--- src/rtl/io_key_sw_responder.sv ---
// KEY/SW memory-mapped responder: 2-flop sync, per-group debounce, sticky ready/overrun status.
// Latency: loads return data one cycle after rdEn; pin-to-stable is 2 + 1 + (DEBOUNCE_CYCLES-1) + 1 cycles.
// Backpressure: none; the bus is always answered, dOut is 0 on non-hit cycles for OR-merging.
// Optional: define IO_KEY_SW_IRQ_EN to add the ie control bits and the registered irq output.

// Per-group debouncer: accepts a new value only after it has been steady for a full window.
module io_key_sw_debounce #(
   parameter int W               = 4,
   parameter int DEBOUNCE_CYCLES = 10000,
   parameter int CNT_BITS        = 14
) (
   input  logic         clk,
   input  logic         reset,
   input  logic [W-1:0] i_sync,
   output logic [W-1:0] o_next,
   output logic         o_chg
);
   localparam logic [CNT_BITS-1:0] CNT_MAX = CNT_BITS'(DEBOUNCE_CYCLES - 1);

   logic [W-1:0]        r_cand;
   logic [W-1:0]        r_stable;
   logic [CNT_BITS-1:0] r_cnt;
   logic                w_match;
   logic                w_sat;

   assign w_match = (i_sync == r_cand);
   assign w_sat   = (r_cnt >= CNT_MAX);
   // chg fires on the same edge that moves the candidate into stable
   assign o_chg   = w_match & w_sat & (r_cand != r_stable);
   // value stable will hold after this edge, so a same-cycle load sees the new value
   assign o_next  = o_chg ? r_cand : r_stable;

   // candidate tracking, saturating window counter and stable update
   always_ff @(posedge clk or negedge reset) begin
      if (!reset) begin
         r_cand   <= '0;
         r_stable <= '0;
         r_cnt    <= '0;
      end else if (!w_match) begin
         r_cand <= i_sync;
         r_cnt  <= '0;
      end else if (!w_sat) begin
         r_cnt <= r_cnt + 1'b1;
      end else if (o_chg) begin
         r_stable <= r_cand;
      end
   end
endmodule

module io_key_sw_responder #(
   parameter int               DBITS           = 32,
   parameter logic [DBITS-1:0] ADDR_KEY        = 32'hF0000010,
   parameter logic [DBITS-1:0] ADDR_SW         = 32'hF0000014,
   parameter logic [DBITS-1:0] ADDR_KCTRL      = 32'hF0000110,
   parameter logic [DBITS-1:0] ADDR_SCTRL      = 32'hF0000114,
   parameter int               DEBOUNCE_CYCLES = 10000,
   parameter int               CNT_BITS        = 14
) (
   input  logic             clk,
   input  logic             reset,
   input  logic [DBITS-1:0] addr,
   input  logic             rdEn,
   input  logic             wrtEn,
   input  logic [DBITS-1:0] dIn,
   output logic [DBITS-1:0] dOut,
   output logic             hit,
   input  logic [3:0]       key,
   input  logic [9:0]       sw
`ifdef IO_KEY_SW_IRQ_EN
   ,
   output logic             irq
`endif
);
   logic [3:0]       r_key_s1, r_key_s2;
   logic [9:0]       r_sw_s1, r_sw_s2;
   logic [3:0]       w_key_next;
   logic [9:0]       w_sw_next;
   logic             w_kchg, w_schg;
   logic             r_krdy, r_kovr, r_srdy, r_sovr;
   logic             w_kie, w_sie;
   logic             w_krclr, w_srclr, w_koclr, w_soclr;
   logic [DBITS-1:0] w_rdata;
   logic [DBITS-1:0] r_dout;
   logic             w_unused_din;

   assign w_unused_din = ^dIn;

   // two-flop synchronizers; KEY idles high so it resets to all-released
   always_ff @(posedge clk or negedge reset) begin
      if (!reset) begin
         r_key_s1 <= 4'hF;
         r_key_s2 <= 4'hF;
         r_sw_s1  <= '0;
         r_sw_s2  <= '0;
      end else begin
         r_key_s1 <= key;
         r_key_s2 <= r_key_s1;
         r_sw_s1  <= sw;
         r_sw_s2  <= r_sw_s1;
      end
   end

   io_key_sw_debounce #(.W(4), .DEBOUNCE_CYCLES(DEBOUNCE_CYCLES), .CNT_BITS(CNT_BITS)) u_key_db (
      .clk(clk), .reset(reset), .i_sync(~r_key_s2), .o_next(w_key_next), .o_chg(w_kchg));

   io_key_sw_debounce #(.W(10), .DEBOUNCE_CYCLES(DEBOUNCE_CYCLES), .CNT_BITS(CNT_BITS)) u_sw_db (
      .clk(clk), .reset(reset), .i_sync(r_sw_s2), .o_next(w_sw_next), .o_chg(w_schg));

   assign hit = (addr == ADDR_KEY) | (addr == ADDR_SW) |
                (addr == ADDR_KCTRL) | (addr == ADDR_SCTRL);

   assign w_krclr = rdEn & (addr == ADDR_KEY);
   assign w_srclr = rdEn & (addr == ADDR_SW);
   assign w_koclr = wrtEn & (addr == ADDR_KCTRL) & ~dIn[2];
   assign w_soclr = wrtEn & (addr == ADDR_SCTRL) & ~dIn[2];

   // sticky status: a new change always sets ready; overrun flags a change while ready was unread
   always_ff @(posedge clk or negedge reset) begin
      if (!reset) begin
         r_krdy <= 1'b0;
         r_kovr <= 1'b0;
         r_srdy <= 1'b0;
         r_sovr <= 1'b0;
      end else begin
         r_krdy <= w_kchg | (r_krdy & ~w_krclr);
         r_kovr <= (w_kchg & r_krdy & ~w_krclr) | (r_kovr & ~w_koclr);
         r_srdy <= w_schg | (r_srdy & ~w_srclr);
         r_sovr <= (w_schg & r_srdy & ~w_srclr) | (r_sovr & ~w_soclr);
      end
   end

`ifdef IO_KEY_SW_IRQ_EN
   logic r_kie, r_sie, r_irq;
   assign w_kie = r_kie;
   assign w_sie = r_sie;
   assign irq   = r_irq;

   // interrupt enables follow any store to CTRL; irq is a registered OR of enabled ready bits
   always_ff @(posedge clk or negedge reset) begin
      if (!reset) begin
         r_kie <= 1'b0;
         r_sie <= 1'b0;
         r_irq <= 1'b0;
      end else begin
         if (wrtEn && (addr == ADDR_KCTRL)) r_kie <= dIn[8];
         if (wrtEn && (addr == ADDR_SCTRL)) r_sie <= dIn[8];
         r_irq <= (r_krdy & r_kie) | (r_srdy & r_sie);
      end
   end
`else
   assign w_kie = 1'b0;
   assign w_sie = 1'b0;
`endif

   // load data mux; CTRL reads show pre-store state, data reads show the post-edge stable value
   always_comb begin
      w_rdata = '0;
      if (addr == ADDR_KEY)
         w_rdata = {{(DBITS-4){1'b0}}, w_key_next};
      else if (addr == ADDR_SW)
         w_rdata = {{(DBITS-10){1'b0}}, w_sw_next};
      else if (addr == ADDR_KCTRL)
         w_rdata = {{(DBITS-9){1'b0}}, w_kie, 5'b0, r_kovr, 1'b0, r_krdy};
      else if (addr == ADDR_SCTRL)
         w_rdata = {{(DBITS-9){1'b0}}, w_sie, 5'b0, r_sovr, 1'b0, r_srdy};
   end

   // registered load data, forced to 0 when not addressed so it can be OR-merged
   always_ff @(posedge clk or negedge reset) begin
      if (!reset)
         r_dout <= '0;
      else if (rdEn && hit)
         r_dout <= w_rdata;
      else
         r_dout <= '0;
   end

   assign dOut = r_dout;
endmodule
--- config.mk ---
export PLATFORM = sky130hd
export DESIGN_NAME = io_key_sw_responder
export DESIGN_NICKNAME = d
export VERILOG_FILES = /design/src/rtl/io_key_sw_responder.sv
export SDC_FILE = /design/constraint.sdc
export NUM_CORES = 1
export LEC_CHECK = 0
export CORE_UTILIZATION = 35
export CTS_BUF_LIST = sky130_fd_sc_hd__clkbuf_8
export DETAILED_ROUTE_END_ITERATION = 10
export GPL_TIMING_DRIVEN = 1
export HOLD_SLACK_MARGIN = 0.1
export PLACE_DENSITY = 0.57
export SLEW_MARGIN = 20
export SYNTH_ARGS = -nofsm -noshare
export SYNTH_HDL_FRONTEND = slang
export SYNTH_HIERARCHICAL = 1
export SYNTH_SLANG_ARGS = --single-unit
--- constraint.sdc ---
create_clock -name clk -period 6.65 [get_ports clk]
set_input_delay 1.6625 -clock clk [delete_from_list [all_inputs] [get_ports clk]]
set_output_delay 1.6625 -clock clk [all_outputs]
set_load 0.01 [all_outputs]
==> flow_summary.yaml <==
run_status:
  status: "finished clean"
global_route:
  grt_remaining_overflow: 0
  first_global_vias: 2843
  grt_antenna_before_repair: 0
  pin_count_of_the_biggest_net_entering_global_routing: 66
  first_pass_grt_wire_length_um: 13280
  groute.usage.overall: 0.1289
critical_path:
  crit_buf_inv: 2
  critical_path_peak_fanout: 3
  cp-start-kind: "input pin"
  critical_path.most_common_cell: "sky130_fd_sc_hd__clkdlybuf4s50_1"
  worst-endpoint-arrival_ns: 3.66
  cell_with_the_largest_stage_delay_on_the_worst_path: "sky130_fd_sc_hd__nor4_1"
  timing_worst_setup_path_type: "in -> out"
  r2r_slack_ns: 3.42
  path_delay_family: "simple AND/OR/NAND/NOR gates"
  worst_path_largest_cell_delay_ns: 0.60
  end_kind: "primary output"
  cell_breakdown_of_the_critical_path: "clkdlybuf4s50_1 -> nor4_1 -> nand4_1 -> nor2_1 -> clkdlybuf4s50_1"
  critical_path_required_ns: 4.99
detailed_routing:
  first_iter_violations: 112
  drt_pass1_iterations: 4
  avgViaCountPerCell: 4.679
  highest-signal-layer: "met4"
  wl_um: 8221
  routedLengthMet1_um: 3838
  wl_per_cell_um: 13.35
  remaining_drc_errors: 0
  drt.antenna.violating_nets: 0
  met3RoutedLength_um: 477
  vias: 2882
  met2_wirelength_from_detailed_routing_um: 3801
power_and_ir_drop:
  power.static_leakage_nw: 2.373
  p_per_area_nw_per_um2: 198.0
  report.power.total_mw: 1.086
  peak_supply_drop_mv: 0.1740
min_path:
  worstHoldPathType: "reg -> reg"
synthesis:
  synth_edf_count: 0
  synth_top_cells_by_count: "sky130_fd_sc_hd__dfrtp_1 (90), sky130_fd_sc_hd__xor2_1 (26), sky130_fd_sc_hd__buf_4 (22)"
  ys_seq_elements: 98
  synth_flop_cell: "sky130_fd_sc_hd__dfrtp_1"
  synth_largest_type_area_fraction: 0.4873
  synthMostInstantiatedCell: "sky130_fd_sc_hd__dfrtp_1"
  postSynthAreaPerCell_um2: 11.97
  syn_inst: 386
  syn_area_um2: 4622
  synth.yosys.seq_area_share: 0.5328
  yosys-top-cells-area: "sky130_fd_sc_hd__dfrtp_1 (49%), sky130_fd_sc_hd__mux2_4 (6.2%), sky130_fd_sc_hd__xor2_1 (4.9%), sky130_fd_sc_hd__dfstp_2 (4.5%), sky130_fd_sc_hd__buf_4 (3.6%)"
  synth_area_leader_cell: "sky130_fd_sc_hd__dfrtp_1"
  synth-warning-count: 6
  async_flop_share: 1.000
  ys_types: 55
placement:
  dp_hpwl_um: 5977
  gp_routability_congestion: 0.8019
  cell_count_post_placement: 600
  numPortBuffers: 61
  placed_cell_area_um2: 5280
sta:
  worst_slew_pin_slew_ns: 0.7898
  timing.hold.ws_ns: 0.3554
  setup_viol_count_final: 0
  rsz0062_at_grt: "no"
  report.final.hold_viol_count: 0
  slew_viol_final: 0
  totalNegativeSetupSlack_ns: 0
  max-slew-margin-rel: 0.4735
  fin_worst_skew_ns: 0.005561
  fin_crit_sh: 0.8009
  max_freq_ghz: 0.1878
  final.min_clock_period_ns: 5.326
die:
  floorplan.initialDensity: 0.3633
  pin_count: 115
  die-area_um2: 13670
  die_h_um: 116.9
  rows: 41
  die_x_um: 116.9
  floorplan.core_area_um2: 12720
clock_tree:
  cts_buffer_count: 9
  clock_path_buffers: 2
  clock_tree.root_cell: "sky130_fd_sc_hd__clkbuf_8"
  clk_pin_slew_worst_setup_hold_paths_ns: 0.09
  worstSkewPairLatency_ns: 0.36
  htree_num_levels: 3
  hold_bufs_inserted_after_cts: 0
  cts_post_setup_buffers_inserted: 0
  cts_tree: "done"
  clock-sinks: 98
  post_cts_resized: 0
finish:
  stdcell_count: 616
  drive_gt1_frac: 0.1509
  synthesis_to_finish_area_growth_pct: 18.71
  nets: 523
  final_design_area_no_fill_um2: 5487
  antenna_cells_inserted: 0
  final.fill_count: 1210
flow_run:
  drv.max_cap_violation_count: 0
worst paths after layout:
| check | start | end | depth (start not counted) |
|---|---|---|---|
| max | addr[7] | hit | 5 |
| min | r_sw_s1[0] | r_sw_s2[0] | 0 |
| max reg2reg | u_sw_db/r_cand[9] | dOut[0] | 7 |
| min in group asynchronous | reset | dOut[3] | 1 |
| min reg2reg | r_sw_s1[0] | r_sw_s2[0] | 0 |
| max in group asynchronous | reset | r_sw_s1[0] | 2 |
flip-flops by register name (all words and copies together), names as in the netlist:
register,cells
r_sw_s2,10
r_srdy,1
r_krdy,1
u_key_db/r_cand,4
u_sw_db/r_cnt,14
r_sovr,1
r_sw_s1,10
r_key_s2,4
r_key_s1,4
dOut,10
u_sw_db/r_cand,10
u_key_db/r_stable,4
u_sw_db/r_stable,10
u_key_db/r_cnt,14
r_kovr,1
through the flow:
step	util	worst slack (ns)
global route	0.4313	1.186
CTS	0.4313	1.334
detailed placement	0.4150	1.339
finish	0.4313	1.324
global placement	0.4150	1.362
floorplan	-	2.566
area by class of cell:
cell class,count,area [um^2],share of cell area
multi-input cells,257,1946,0.3546
clock buffers,9,123.9,0.02258
flip-flops and latches,98,2462,0.4488
well taps,172,215.2,0.03922
clock inverters,7,82.58,0.01505
inverters,11,41.29,0.007526
repair buffers,62,615.6,0.1122
power breakdown:
group          internal (mW)  switching [mW]
Sequential             0.611         0.00990
Combinational         0.0369          0.0327
Clock                  0.181           0.215
cell usage in the layout, fill, tap and decap left out, drive strengths merged, types with 2 or more instances in the layout:
master,n
nand3,9
and4bb,2
buf,2
mux4,2
nand4b,3
a21oi,15
clkdlybuf4s50,60
or3,6
clkbuf,9
nor2,17
dfstp,8
dfrtp,90
conb,22
clkinv,2
nor3,6
and2,6
mux2i,4
and3,5
o21ai,7
nand2,17
and4,4
nand4,14
o31ai,4
nor4,14
nand3b,2
inv,15
nand2b,5
nor2b,4
xor2,26
xnor2,14
o41ai,2
or4,4
mux2,28
ha,2
cells by family (layout without fill, tap and decap cells):
family / count (synthesis) / in the layout / share of synthesized area
xor+xnor: 40 / 40 / 0.07580
fa+ha+maj: 2 / 2 / 0.005413
other cells: 1 / 22 / 0.0008113
compound gates: 38 / 38 / 0.05631
flops: 98 / 98 / 0.5328
simple gates: 121 / 121 / 0.1635
mux: 34 / 34 / 0.1021
buf+inv: 52 / 89 / 0.06335
metal layers:
layer,vias to the layer above,track usage
li1,1413,-
met1,1379,0.1577
met2,81,0.2181
met3,9,0.03347
met4,0,0.05063
met5,-,0
Power figures use the tool's default switching activity.
==> RTL change 1: new RTL, config.mk and constraints unchanged <==
Register the output `dOut` once more, cleared by the reset; this adds one clock of latency there. The other outputs are not delayed to match. Comments in the files are not updated.
--- a/src/rtl/io_key_sw_responder.sv
+++ b/src/rtl/io_key_sw_responder.sv
@@ -177,3 +177,9 @@
 
-   assign dOut = r_dout;
+   always_ff @(posedge clk or negedge reset) begin
+      if (!reset) begin
+         dOut <= '0;
+      end else begin
+         dOut <= r_dout;
+      end
+   end
 endmodule
Check against the original RTL: same outputs for any inputs over 10 cycles, from zero or initial values and one cycle with reset low; that may be too few to reach the edited logic, so the function may still have changed.
==> RTL change 1 against the original RTL <==
  * Utilization is 0.36 points lower
  * Total power up 6.1%
  * Sequential power increased by 9.7%
  * Sequential cell count up 10
  * Final area up 4.4%
  * Clock power grew 1%
  * Routed wire length rose by 3.9%
  * Worst setup slack improved by 100 ps
  * Area after synthesis rose by 5.4%
  * Largest cell class unchanged
==> RTL change 1: results (changes against the original RTL) <==
Parameter                              Value

Setup path
  Library cell contributing the largest single delay on the critical path ... sky130_fd_sc_hd__clkdlybuf4s50_1
  Critical Path Max Stage Delay ... 540 ps (-60 ps)
  Worst EP arrival ... 3560 ps (-100 ps)

Run status
  Status ... finished, final reports clean

Layout
  Non-clock buffer contribution to total cell area ... 0.1074 (-0.004777)
  Post-layout nets ... 533 (+1.9%)
  Proportion of cell area occupied by registers ... 0.4734 (+0.02456)
  Clock buffers and inverters, area share ... 0.03406 (-0.003567)
  Flip-flop and latch count ... 108 (+10%)
  Total of fill cells in the finished design ... 1260 (+4.1%)
  Fraction of final layout cells with drive strength greater than 1 ... 0.1479 (-0.002998)

Routing
  Met1 WL ... 3832 µm (-0.16%)
  DRT Wirelength ... 8544 µm (+3.9%)
  Via count ... 3028 (+5.1%)
  Number of violations reported at the end of detailed-routing iteration 0 ... 114 (+1.8%)
  Routed wire per std cell ... 13.58 µm (+1.8%)
  Detail Route met3 WL ... 555 µm (+16%)
  Total length of routed met2 wires ... 4001 µm (+5.3%)

STA
  Skew final ... 8.698 ps (+3.138 ps)
  Worst slew margin ... 0.4817 (+0.008263)
  Hold slack ... 347.5 ps (-7.915 ps)
  Maximum clock frequency ... 0.1915 GHz (+2.0%)

Power
  Static leakage ... 2.499 nW (+5.3%)
  Maximum ir drop on the vdd rail ... 153.5 µV (-12%)

Synth
  Xor/xnor cell area share of the yosys netlist ... 0.07191 (-0.003893)
  Compound-cell area share of the yosys netlist ... 0.05342 (-0.002892)
  Portion of netlist area occupied by mux cells ... 0.09682 (-0.005242)
  Leading post-synthesis cells by instance count ... sky130_fd_sc_hd__dfrtp_1 (100), sky130_fd_sc_hd__xor2_1 (26), sky130_fd_sc_hd__buf_4 (22), sky130_fd_sc_hd__mux2_4 (19)
  Area share of fa/ha/maj cells after synthesis ... 0.005136 (-0.0002781)
  Number of standard cells after synthesis ... 396 (+2.6%)
  Leading cell types by total area after synthesis ... sky130_fd_sc_hd__dfrtp_1 (51%), sky130_fd_sc_hd__mux2_4 (5.9%), sky130_fd_sc_hd__xor2_1 (4.7%), sky130_fd_sc_hd__dfstp_2 (4.3%), sky130_fd_sc_hd__buf_4 (3.4%)
  Portion of the post-synthesis area used by sequential elements ... 0.5568 (+0.02400)

Placed design
  Post-detail-place hpwl ... 6073 µm (+1.6%)
  Routability congestion estimate from global placement ... 0.7734 (-3.6%)
  Instance count after placement with tap cells included ... 614 (+2.3%)
  Placed Instance Area ... 5535 µm² (+4.8%)

Floorplan
  Number of tap instances ... 176 (+2.3%)

Clock network
  Clock network latency to the later pin of the worst-skew pair ... 380 ps (+20 ps)

Global routing
  Global Route Usage Sum ... 0.1294 (+0.0004633)
  Maximum number of pins on one net before global-route repair ... 64 (-3.0%)
RTL change 1: cell count changes after synthesis, sizes merged:
| cell | delta |
|---|---|
| dfrtp | +10 |
RTL change 1: power breakdown:
group | internal, mW | switching, mW | total, mW
sequential | 0.671 | 0.0101 | 0.681
clock | 0.176 | 0.225 | 0.401
combinational | 0.0368 | 0.0331 | 0.0699
RTL change 1: path summary, 6_finish.rpt:
check	from	end	depth (start not counted)
min in group asynchronous	reset	u_key_db/r_cnt[1]	1
min reg2reg	r_dout[9]	dOut[9]	0
min	r_dout[9]	dOut[9]	0
max	addr[7]	hit	5
max reg2reg	u_sw_db/r_cand[9]	r_dout[2]	7
max in group asynchronous	reset	dOut[4]	2
RTL change 1: per-layer routing:
layer	GRT usage	vias up
li1	-	1441
met1	0.1649	1488
met2	0.1976	86
met3	0.03945	13
met4	0.06641	0
met5	0	-
==> RTL change 2: new RTL, config.mk and constraints unchanged <==
Made on the original files. `CNT_BITS` is set to 14 in 2 places; all go to 28.
--- a/src/rtl/io_key_sw_responder.sv
+++ b/src/rtl/io_key_sw_responder.sv
@@ -9,3 +9,3 @@
    parameter int DEBOUNCE_CYCLES = 10000,
-   parameter int CNT_BITS        = 14
+   parameter int CNT_BITS        = 28
 ) (
@@ -56,3 +56,3 @@
    parameter int               DEBOUNCE_CYCLES = 10000,
-   parameter int               CNT_BITS        = 14
+   parameter int               CNT_BITS        = 28
 ) (
Function: no difference found for any inputs over 10 cycles, from zero or initial values and one cycle with reset low; that may be too few to reach the edited logic, so the function may still have changed.
==> RTL change 2 against the original RTL <==
  * Total power rose by 38%
  * Register-to-register slack lost 570 ps
  * Area after synthesis increased by 21%
  * Critical path depth unchanged
  * Sequential cell count up 28
  * Global-route usage is essentially flat
  * Final area is 21% higher
  * Non-clock buffer count did not move
  * Worst setup slack better by 220 ps
  * Routed wire length up 18%
==> RTL change 2: results (changes against the original RTL) <==
Parameter                              Value

Power
  Power spent charging and discharging nets ... 0.3380 mW (+31%)
  Pint ... 1.167 mW (+41%)
  Share of total power in combinational logic ... 0.050 (-0.014)

Placed design
  Worst setup slack after placement ... 1557 ps (+218.6 ps)
  Instance count after placement with tap cells included ... 718 (+20%)
  Post-detail-place hpwl ... 6468 µm (+8.2%)

Clock network
  TritonCTS Buffers ... 17 (+8)
  Clock network latency to the later pin of the worst-skew pair ... 430 ps (+70 ps)
  Total number of H-tree levels ... 4 (+1)

Layout
  Total of fill cells in the finished design ... 1423 (+18%)
  Fraction of final layout cells with drive strength greater than 1 ... 0.1546 (+0.003661)
  Non-clock buffer contribution to total cell area ... 0.09236 (-0.01984)
  Post-layout nets ... 610 (+17%)
  Multi-input gates ... 308 (+20%)
  Largest registers ... u_key_db/r_cnt (28), u_sw_db/r_cnt (28)

Run status
  Status ... finished, final reports clean

Synth
  Leading cell types by total area after synthesis ... sky130_fd_sc_hd__dfrtp_1 (53%), sky130_fd_sc_hd__mux2_2 (5.6%), sky130_fd_sc_hd__and2_1 (3.8%), sky130_fd_sc_hd__dfstp_2 (3.8%), sky130_fd_sc_hd__xor2_1 (3.3%)
  Portion of the post-synthesis area used by sequential elements ... 0.5650 (+0.03229)
  Area share of fa/ha/maj cells after synthesis ... 0.004470 (-0.0009439)
  Compound-cell area share of the yosys netlist ... 0.05610 (-0.0002056)
  Leading post-synthesis cells by instance count ... sky130_fd_sc_hd__dfrtp_1 (118), sky130_fd_sc_hd__and2_1 (34), sky130_fd_sc_hd__mux2_2 (28), sky130_fd_sc_hd__clkbuf_1 (23), sky130_fd_sc_hd__nor2_1 (23)

Global routing
  Met1 GRT Util ... 0.1643 (+0.006554)
  Met2 demand-to-capacity share in global routing ... 0.2010 (-0.01719)

STA
  Worst Slack Setup Final ... 1544 ps (+220.1 ps)
  Hold slack ... 350.2 ps (-5.153 ps)

Hold path
  Endpoint, Worst Hold ... r_sw_s2[9]

Setup path
  Reg2reg start ... u_sw_db/r_cand[5]
  Worst EP arrival ... 3440 ps (-220 ps)

Routing
  Detail Route met3 WL ... 487 µm (+2.1%)
  Via count ... 3600 (+25%)
-- RTL change 2: cell types whose count changed in the layout (fill, tap and decap cells not counted), moves of 4 or more --
cell,before,now
sky130_fd_sc_hd__and2_1,6,34
sky130_fd_sc_hd__clkbuf_8,9,19
sky130_fd_sc_hd__dfrtp_1,90,118
sky130_fd_sc_hd__mux2_2,8,28
sky130_fd_sc_hd__mux2_4,19,0
sky130_fd_sc_hd__nand4_1,13,17
sky130_fd_sc_hd__nor2_1,16,23
sky130_fd_sc_hd__o31ai_1,4,9
sky130_fd_sc_hd__or4_1,3,9
sky130_fd_sc_hd__xor2_1,26,21
-- RTL change 2: critical path: stages --
cell and delay, ps:
sky130_fd_sc_hd__clkdlybuf4s50_1 400, sky130_fd_sc_hd__nor4_1 470, sky130_fd_sc_hd__nand4_1 230, sky130_fd_sc_hd__nor2_1 140, sky130_fd_sc_hd__clkdlybuf4s50_1 550
